File: src/rtl/mem_bus_if.sv
// Word-aligned request/response bus between the MEM-stage load/store engine and the APB bridge.
// The master drives the request and receives the completion response.
interface mem_bus_if;
  logic        req_valid;
  logic        req_write;
  logic [31:0] req_addr;
  logic [31:0] req_wdata;
  logic [3:0]  req_strb;
  logic        bus_ready;
  logic [31:0] bus_rdata;
  logic        bus_err;

  modport master (
    output req_valid, req_write, req_addr, req_wdata, req_strb,
    input  bus_ready, bus_rdata, bus_err
  );

  modport slave (
    input  req_valid, req_write, req_addr, req_wdata, req_strb,
    output bus_ready, bus_rdata, bus_err
  );
endinterface

File: src/rtl/mem_access_unit.sv
// MEM-stage load/store engine: issues one strobed word request per access, stalls the pipeline
// until the bus completes or times out, and returns extended load data.
module mem_access_unit #(
  parameter int unsigned TIMEOUT_CYCLES = 256
) (
  input  logic        clk,
  input  logic        rst,
  input  logic        transEn,
  input  logic        MemWrite,
  input  logic [1:0]  MemStrobe,
  input  logic [2:0]  funct3,
  input  logic [31:0] addr,
  input  logic [31:0] store_data,
  mem_bus_if.master   bus,
  output logic        stall,
  output logic [31:0] load_data,
  output logic        done,
  output logic        access_err
);

  localparam int unsigned CntW = $clog2(TIMEOUT_CYCLES) + 1;

  typedef enum logic [1:0] {StIdle, StAccess, StDone} state_t;

  state_t          state;
  logic [CntW-1:0] cnt;
  logic [1:0]      off_q;
  logic [1:0]      size_q;
  logic            uns_q;

  logic        is_byte, is_half, is_word, misaligned;
  logic [3:0]  issue_strb;
  logic [31:0] issue_wdata;
  logic [31:0] shifted;
  logic [31:0] extracted;

  // MemStrobe 00 falls into the word case.
  assign is_byte    = (MemStrobe == 2'b01);
  assign is_half    = (MemStrobe == 2'b10);
  assign is_word    = ~is_byte & ~is_half;
  assign misaligned = (is_half & addr[0]) | (is_word & (|addr[1:0]));

  always_comb begin
    issue_strb  = 4'b1111;
    issue_wdata = store_data;
    if (is_byte) begin
      issue_strb  = 4'b0001 << addr[1:0];
      issue_wdata = {4{store_data[7:0]}};
    end else if (is_half) begin
      issue_strb  = 4'b0011 << {addr[1], 1'b0};
      issue_wdata = {2{store_data[15:0]}};
    end
  end

  assign shifted = bus.bus_rdata >> {off_q, 3'b000};

  always_comb begin
    extracted = shifted;
    if (size_q == 2'b01) begin
      extracted = {{24{~uns_q & shifted[7]}}, shifted[7:0]};
    end else if (size_q == 2'b10) begin
      extracted = {{16{~uns_q & shifted[15]}}, shifted[15:0]};
    end
  end

  always_comb begin
    stall = 1'b0;
    unique case (state)
      StIdle:   stall = transEn & ~misaligned;
      StAccess: stall = 1'b1;
      default:  stall = 1'b0;
    endcase
  end

  always_ff @(posedge clk or posedge rst) begin
    if (rst) begin
      state         <= StIdle;
      cnt           <= '0;
      off_q         <= 2'b00;
      size_q        <= 2'b00;
      uns_q         <= 1'b0;
      bus.req_valid <= 1'b0;
      bus.req_write <= 1'b0;
      bus.req_addr  <= 32'h0;
      bus.req_wdata <= 32'h0;
      bus.req_strb  <= 4'b0000;
      load_data     <= 32'h0;
      done          <= 1'b0;
      access_err    <= 1'b0;
    end else begin
      done       <= 1'b0;
      access_err <= 1'b0;
      unique case (state)
        StIdle: begin
          if (transEn && misaligned) begin
            access_err <= 1'b1;
            load_data  <= 32'h0;
          end else if (transEn) begin
            bus.req_valid <= 1'b1;
            bus.req_write <= MemWrite;
            bus.req_addr  <= {addr[31:2], 2'b00};
            bus.req_wdata <= issue_wdata;
            bus.req_strb  <= MemWrite ? issue_strb : 4'b0000;
            off_q         <= addr[1:0];
            size_q        <= MemStrobe;
            uns_q         <= funct3[2];
            cnt           <= '0;
            state         <= StAccess;
          end
        end
        StAccess: begin
          // A ready on the final counted cycle still completes normally.
          if (bus.bus_ready) begin
            bus.req_valid <= 1'b0;
            load_data     <= bus.req_write ? 32'h0 : extracted;
            done          <= 1'b1;
            access_err    <= bus.bus_err;
            state         <= StDone;
          end else if (cnt == CntW'(TIMEOUT_CYCLES - 1)) begin
            bus.req_valid <= 1'b0;
            load_data     <= 32'h0;
            done          <= 1'b1;
            access_err    <= 1'b1;
            state         <= StDone;
          end else begin
            cnt <= cnt + 1'b1;
          end
        end
        StDone: begin
          state <= StIdle;
        end
        default: begin
          state <= StIdle;
        end
      endcase
    end
  end

endmodule
File: src/flat_wrapper.sv
// flat-port wrapper written by rule: the top's interface ports become plain ports
module mem_access_unit_flat 
#(
  parameter int unsigned TIMEOUT_CYCLES = 256
)
  (clk, rst, transEn, MemWrite, MemStrobe, funct3, addr, store_data, stall, load_data, done, access_err, bus_req_valid, bus_req_write, bus_req_addr, bus_req_wdata, bus_req_strb, bus_bus_ready, bus_bus_rdata, bus_bus_err);
  mem_bus_if bus_i ();
  input  logic clk;
  input  logic rst;
  input  logic transEn;
  input  logic MemWrite;
  input  logic [1:0] MemStrobe;
  input  logic [2:0] funct3;
  input  logic [31:0] addr;
  input  logic [31:0] store_data;
  output logic stall;
  output logic [31:0] load_data;
  output logic done;
  output logic access_err;
  output wire logic [$bits(bus_i.req_valid)-1:0] bus_req_valid;
  output wire logic [$bits(bus_i.req_write)-1:0] bus_req_write;
  output wire logic [$bits(bus_i.req_addr)-1:0] bus_req_addr;
  output wire logic [$bits(bus_i.req_wdata)-1:0] bus_req_wdata;
  output wire logic [$bits(bus_i.req_strb)-1:0] bus_req_strb;
  input wire logic [$bits(bus_i.bus_ready)-1:0] bus_bus_ready;
  input wire logic [$bits(bus_i.bus_rdata)-1:0] bus_bus_rdata;
  input wire logic [$bits(bus_i.bus_err)-1:0] bus_bus_err;
  assign bus_req_valid = bus_i.req_valid;
  assign bus_req_write = bus_i.req_write;
  assign bus_req_addr = bus_i.req_addr;
  assign bus_req_wdata = bus_i.req_wdata;
  assign bus_req_strb = bus_i.req_strb;
  assign bus_i.bus_ready = bus_bus_ready;
  assign bus_i.bus_rdata = bus_bus_rdata;
  assign bus_i.bus_err = bus_bus_err;
  mem_access_unit #(.TIMEOUT_CYCLES(TIMEOUT_CYCLES)) u_core (.clk(clk), .rst(rst), .transEn(transEn), .MemWrite(MemWrite), .MemStrobe(MemStrobe), .funct3(funct3), .addr(addr), .store_data(store_data), .bus(bus_i), .stall(stall), .load_data(load_data), .done(done), .access_err(access_err));
endmodule
File: config.mk
export PLATFORM = sky130hd
export DESIGN_NAME = mem_access_unit_flat
export DESIGN_NICKNAME = d
export VERILOG_FILES = /design/src/rtl/mem_bus_if.sv /design/src/rtl/mem_access_unit.sv /design/src/flat_wrapper.sv
export SDC_FILE = /design/constraint.sdc
export NUM_CORES = 1
export LEC_CHECK = 0
export CORE_ASPECT_RATIO = 1.2
export CORE_MARGIN = 10
export CORE_UTILIZATION = 45
export CTS_CLUSTER_DIAMETER = 50
export DETAILED_ROUTE_END_ITERATION = 12
export HOLD_SLACK_MARGIN = 0.08
export PLACE_DENSITY = 0.89
export SETUP_SLACK_MARGIN = 0.1
export SYNTH_ARGS = -nofsm -noshare
export SYNTH_HDL_FRONTEND = slang
export SYNTH_SLANG_ARGS = --single-unit
File: constraint.sdc
create_clock -name clk -period 3.82 [get_ports clk]
set_input_delay 0.382 -clock clk [delete_from_list [all_inputs] [get_ports clk]]
set_output_delay 0.382 -clock clk [all_outputs]
set_load 0.01 [all_outputs]
=== Yosys cells after proc, flatten, opt, wreduce, memory -nomap -nowiden ===
Index checks and enable logic that the tools add are counted.

* $add $sub $neg: 1
* Eq/ne operators: 12
* Shift operators: 3
* Mux-type cells: 34
* Bitwise gates (word level): 12
* Reductions and logical operators: 9

{| class="wikitable"
|+ Operators with widths
! kind !! number
|-
| 32-bit 2-to-1 mux || 8
|-
| 32-bit one-hot mux with 2 select lines || 1
|-
| 9-bit 2-to-1 mux || 4
|-
| 32-bit by 5-bit right shift with 32-bit output || 1
|-
| 9-bit one-hot mux with 2 select lines || 1
|-
| 4-bit 2-to-1 mux || 3
|-
| 9-bit by 1-bit adder with 9-bit output (second input constant) || 1
|-
| 9-bit by 8-bit equality test with 1-bit output (second input constant) || 1
|-
| 1-bit 2-to-1 mux || 9
|-
| 3-bit AND reduction || 3
|-
| 2-bit 2-to-1 mux || 4
|-
| 2-bit != test (second input constant) || 4
|-
| 1-bit bitwise AND || 6
|-
| 2-bit by 1-bit equality test with 1-bit output (second input constant) || 3
|-
| 1-bit one-hot mux with 2 select lines || 3
|-
| 1-bit NOT || 5
|-
| 5-bit AND reduction || 1
|-
| 2-bit equality test (second input constant) || 2
|-
| 2-bit one-hot mux with 2 select lines || 1
|-
| 4-bit AND reduction || 1
|-
| 1-bit by 2-bit << shifter with 4-bit output (first input constant) || 1
|-
| 2-bit by 2-bit << shifter with 4-bit output (first input constant) || 1
|-
| 3-bit by 2-bit != test with 1-bit output (second input constant) || 1
|-
| 2-bit logical NOT || 1
|-
| 5 further kinds || 5
|}

* Register bits: 118
* Bits of input ports: 107
* Output and inout port bits: 105
* Logic and storage cells: 84

=== Longest topological paths before layout ===
* Depth after elaboration: 8
* Mapped depth: 9

=== Least setup slack after synthesis ===
Ideal clock, no wire load.

* Path type: reg-to-reg
* Start: register u_core.cnt[0]
* End: register u_core.cnt[3]
* Data arrival time: 2026 ps
* Data required time: 3743 ps
* Setup slack: 1717 ps
* Cell stages (with the launch flop): 9
* Path buffers: 1
* Cells stage by stage: dfrtp_1 -> ha_1 -> nand3_1 -> nor2_1 -> ha_1 -> or4b_1 -> buf_2 -> or3_1 -> a21oi_1

* Longest elaborated chain between the ends: 4

{| class="wikitable"
|+ Ends and longest elaborated chain
! element !! RTL line !! source
|-
| start, declared || mem_access_unit.sv:26 || <nowiki>logic [CntW-1:0] cnt;</nowiki>
|-
| start signal, assigned || mem_access_unit.sv:126 || <nowiki>cnt <= cnt + 1'b1;</nowiki>
|-
| 9-bit by 1-bit adder with 9-bit output || mem_access_unit.sv:126 ||
|-
| 9-bit 2-to-1 mux || mem_access_unit.sv:119 || <nowiki>end else if (cnt == CntW'(TIMEOUT_CYCLES - 1)) begin</nowiki>
|-
| 9-bit 2-to-1 mux || mem_access_unit.sv:113 || <nowiki>if (bus.bus_ready) begin</nowiki>
|-
| 9-bit one-hot mux with 2 select lines || mem_access_unit.sv:93 || <nowiki>unique case (state)</nowiki>
|}

Several ways; a longest one is shown, not always the timed one. The select of a mux whose other input is x is not followed.
A chain may end at the register's enable or synchronous reset.

=== Final worst setup path ===
* Start: input MemStrobe[0]
* End: output stall

* Longest elaborated chain between the ends: 8

{| class="wikitable"
|+ Ends and longest elaborated chain
! element !! RTL line !! source
|-
| start, declared || flat_wrapper.sv:12 || <nowiki>input logic [1:0] MemStrobe;</nowiki>
|-
| 2-bit by 1-bit equality test with 1-bit output / 2-bit equality test (equally long branches) || mem_access_unit.sv:38, mem_access_unit.sv:39 ||
|-
| 1-bit NOT || mem_access_unit.sv:40 || <nowiki>assign is_word = ~is_byte & ~is_half;</nowiki>
|-
| 1-bit bitwise AND || mem_access_unit.sv:40 ||
|-
| 1-bit bitwise AND || mem_access_unit.sv:41 || <nowiki>assign misaligned = (is_half & addr[0]) | (is_word & (|addr[1:0]));</nowiki>
|-
| 1-bit OR * || mem_access_unit.sv:41 ||
|-
| 1-bit NOT * || mem_access_unit.sv:69 || <nowiki>StIdle: stall = transEn & ~misaligned;</nowiki>
|-
| 1-bit bitwise AND * || mem_access_unit.sv:69 ||
|-
| 1-bit one-hot mux with 2 select lines * || mem_access_unit.sv:68 || <nowiki>unique case (state)</nowiki>
|-
| end, declared || flat_wrapper.sv:16 || <nowiki>output logic stall;</nowiki>
|}

Mark *: on every way between the ends. The rest lies on a longest branch, timed or not.

==> reports/results.md <==
| Step | Result | This run |
|---|---|---|
| run status | Status | finished clean |
| die | Initial standard-cell utilization of the core | 46.3% |
| synthesis | Main combinational cell family by area after synthesis | simple AND/OR/NAND/NOR gates |
| clocking | Post-CTS Setup Repair Bufs | 0 |
| global routing | Pin count of the biggest net entering global routing | 69 |
| worst setup path | FF-to-FF setup slack | 1330 ps |
| power | P per Cell Area | 720 nW/um^2 |
| power | Clock share of power | 30.5% |
| clocking | Cts-stage hold buffer count | 0 |
| detailed routing | First-pass iteration count of the detailed router | 6 |
| worst setup path | Reg2Reg Capture Point | u_core.cnt[8] |
| die | Core area | 12,200 sq um |
| detailed routing | Residual DRC count | 0 |
| synthesis | Number of enable-type register cells in the synthesized netlist | 0 |
| detailed routing | Number of nets with antenna violations after routing | 0 |
| synthesis | Post-Syn Area per Cell | 9.87 sq um |
| power | Portion of total power attributed to combinational logic | 37.2% |
| worst setup path | Number of buffers and inverters on the critical path | 3 |
| die | Std cell rows | 44 |
| detailed routing | Starting DRC count in detailed routing | 286 |
| flow run | Number of max-capacitance violations reported | 0 |
| sta | Fin. Hold Viols | 0 |
| detailed routing | Routed met3 length | 1.47 mm |
| worst setup path | Crit-path slowest cell | clkdlybuf4s50_1 |
| die | Count of pins on the block boundary | 212 |
| worst setup path | Required @ worst endpoint | 3440 ps |
| synthesis | Count of different cell masters after synthesis | 40 |
| finish | Share of the core filled with cells | 69.9% |
| detailed routing | Top Layer Used | met4 |
| synthesis | Area share of fa/ha/maj cells after synthesis | 1.11% |
| clocking | Clock tree from TritonCTS | done |
| clocking | Cell at the root of the clock tree | clkbuf_16 |
| global routing | Overflow after GRT | 0 |
| synthesis | Post-synthesis cell area | 5630 sq um |
| detailed routing | Routed vias | 4,968 |
| sta | Final setup violation count | 0 |
| sta | Worst slew slack as a fraction of its limit | 46.1% |
| clocking | H-tree depth | 4 |
| sta | Sum of negative setup slack | 0 ps |
| global routing | Via count of the first global-routing pass | 5,313 |
| worst setup path | CP Depth | 7 |
| worst setup path | Critical-path maximum fanout | 10 |
| sta | Post-route clock skew | 11.0 ps |
| worst setup path | Most repeated library cell on the critical path | clkdlybuf4s50_1 |
| worst setup path | Kind of launch point of the worst setup path | primary input |
| die | Die Y-Extent | 143 um |
| power | Part of the total power dissipated in sequential elements | 32.4% |
| global routing | Initial antenna violation count | 0 |
| synthesis | Cell type with the highest aggregate area in the netlist | dfrtp_1 |
| sta | Part of the cycle the worst path needs | 79.7% |
| finish | Diodes inserted | 0 |
| worst setup path | Worst R2R Path Depth | 5 |
| detailed routing | WL final | 18.1 mm |
| clocking | Clock sink count | 118 |
| synthesis | Synth top area share | 52.4% |
| min path | Hold crit path type | primary input to async pin |
| clocking | Reg clk slew, reported paths | 60 ps |
| power | Leak Pwr | 0.00378 uW |
| finish | # fillers | 874 |
| power | Internal power | 4170 uW |
| detailed routing | Post-DR wirelength/cell | 19.3 um |
| worst setup path | Critical Setup Path Class | primary input to output pin |
| synthesis | Number of synthesis warnings | 0 |
| synthesis | Library cell with the highest instance count after synthesis | nand2_1 |
| worst setup path | WP data arrival | 2660 ps |
| sta | Max Fclk | 329 MHz |
| sta | Worst hold slack | 415 ps |
| synthesis | Basic-gate share of the synthesized area counting and, or, nand and nor cells | 17.4% |
| sta | Pins over their slew limit | 0 |
| clocking | Clock Latency Late Sink | 410 ps |
| sta | RSZ-0062 raised after global routing | false |
| worst setup path | Largest incremental delay on the critical path | 570 ps |
| synthesis | Seq cells post-synth | 118 |
| detailed routing | Total length of routed met2 wires | 9.47 mm |
| die | Die area | 17,400 sq um |
| finish | Fraction of final layout cells sized beyond drive strength 1 | 9.63% |
| synthesis | Instance count of the mapped netlist | 571 |
| worst setup path | Worst path cell trace | clkdlybuf4s50_1 -> inv_1 -> ha_1 -> o21ai_1 -> a31oi_1 -> nor2_1 -> clkdlybuf4s50_1 |
| power | IR Drop Worst-Case VDD | 0.000383 V |
| clocking | Maximum clock path buffer count | 2 |
| synthesis | XOR/XNOR share of the synthesized area | 0.777% |
| sta | Measured slew at the worst slew-check pin | 807 ps |
| worst setup path | Kind of cell adding the most delay to the critical path | buffers and inverters |
| global routing | Wire length of the first global-routing pass | 28.6 mm |
| synthesis | Top flip-flop cell by instance count after synthesis | dfrtp_1 |
| power | Net switching power | 1950 uW |
| finish | Area grow syn2layout | 51.0% |
| finish | Total Nets Final | 878 |
| synthesis | Sequential element share of the synthesized area | 52.4% |
| synthesis | Async set-or-reset flop fraction in the synthesized netlist | 100% |
| worst setup path | Startpoint of the most critical register-to-register path | u_core.state[0] |
| place | Last weighted congestion value of the routability-driven placer | 0.844 |
| synthesis | Share of the synthesized area in compound gates (AO/OA/AOI/OAI) | 15.2% |
| clocking | Total CTS buffers | 17 |
| global routing | GRT Resource Usage Total | 20.8% |
| worst setup path | Critical path endpoint category | output pin |
| synthesis | Ranking of synthesized cells by area | dfrtp_1 (52%), nand2_1 (12%), mux2i_1 (7.3%), o2bb2ai_2 (4.3%), o21ai_0 (4.0%) |
| synthesis | Top post-synthesis cells by count | nand2_1 (173), dfrtp_1 (118), o21ai_0 (45) |
| die | X dimension of the die | 122 um |
| detailed routing | Drt via density | 5.29 |
| detailed routing | Routed met1 length | 6.65 mm |
| sta | Time the final worst path needs with I/O delays and setup | 3040 ps |
| place | PortBufs | 207 |
| clocking | Post-cts gate resize count | 0 |
| power | Net switching share of the total power | 31.9% |
| place | Half-perimeter wire length after detailed placement | 13.4 mm |
| synthesis | Portion of netlist area occupied by mux cells | 9.08% |
[registers in the layout, indices dropped and copies added, names as in the netlist]
name and flops:
u_core.bus.req_wdata 32, u_core.bus.req_write 1, u_core.bus.req_addr 30, u_core.state 2, u_core.cnt 9, u_core.access_err 1, u_core.size_q 2, u_core.done 1
u_core.load_data 32, u_core.uns_q 1, u_core.off_q 2, u_core.bus.req_strb 4, u_core.bus.req_valid 1
[logic make-up (layout without fill, tap and decap cells)]
family,Yosys count,count (layout)
adder cells (fa/ha/maj),5,5
AO/OA/AOI/OAI,112,112
multiplexers,50,50
AND/OR/NAND/NOR,235,235
other,1,2
XOR/XNOR,5,5
flip-flops,118,118
buffers and inverters,45,252
[routing by layer]
layer | global-route usage (%) | vias to the layer above
met2 | 36.2 | 189
met1 | 21.9 | 2408
met3 | 7.90 | 37
li1 | - | 2334
met4 | 8.88 | 0
met5 | 0 | -
[power groups by stage]
stage                     combinational (uW)  sequential (uW)  clock [uW]
after global placement                  2220             1970           0
after detailed placement                2280             1990           0
final                                   2280             1980        1870
after floorplan                          907             2130           0
after CTS                               2310             1980        1890
after global routing                    2450             2040        1960
[through the flow]
step                area (sq um)  power, uW  cells  setup slack, ps
floorplan                   5640       3030    572              309
global placement            7810       4190    908              789
detailed placement          7810       4270    908              735
CTS                         8510       6180    940              803
global route                8510       6450    940              619
finish                      8510       6130    940              777
[placed cells by master, fill, tap and decap left out, types with 2 or more instances in the layout]
master,synthesis,routed
dfrtp_1,118,118
clkinvlp_4,0,2
nor2_1,31,31
nand3_1,4,3
a21oi_1,18,17
clkdlybuf4s50_1,0,207
nor3_2,2,2
o2bb2ai_1,8,8
ha_1,5,5
o2bb2ai_2,16,16
a211oi_1,8,8
mux2i_1,41,41
xor2_1,3,3
o31ai_1,4,4
a22o_1,9,9
or3_1,2,2
nand2b_1,4,4
nand2_1,173,173
clkbuf_16,0,17
clkbuf_8,0,4
nand4_1,3,3
buf_4,3,7
nor2b_1,6,6
a221oi_4,2,2
mux2_2,9,9
conb_1,1,2
xnor2_1,2,2
o21ai_0,45,45
bufinv_16,0,6
inv_1,5,4
[worst max path at each step]
stage / slack, ps / end / start
after floorplan: 310 / u_core.access_err / rst
after global placement: 790 / u_core.cnt[8] / MemStrobe[0]
after detailed placement: 730 / u_core.cnt[8] / MemStrobe[0]
after CTS: 800 / stall / MemStrobe[0]
after global routing: 620 / stall / MemStrobe[0]
final: 780 / stall / MemStrobe[0]
[cell type report]
type / count / area, sq um / share of cell area [%]
Sequential cell: 118 / 2950 / 34.7
Multi-Input combinational cell: 409 / 2490 / 29.3
Timing Repair Buffer: 215 / 2140 / 25.2
Clock buffer: 21 / 480 / 5.65
Clock inverter: 11 / 218 / 2.56
Tap cell: 161 / 201 / 2.37
Inverter: 5 / 21.3 / 0.250
Note: power is estimated with default switching activity, not from simulation.
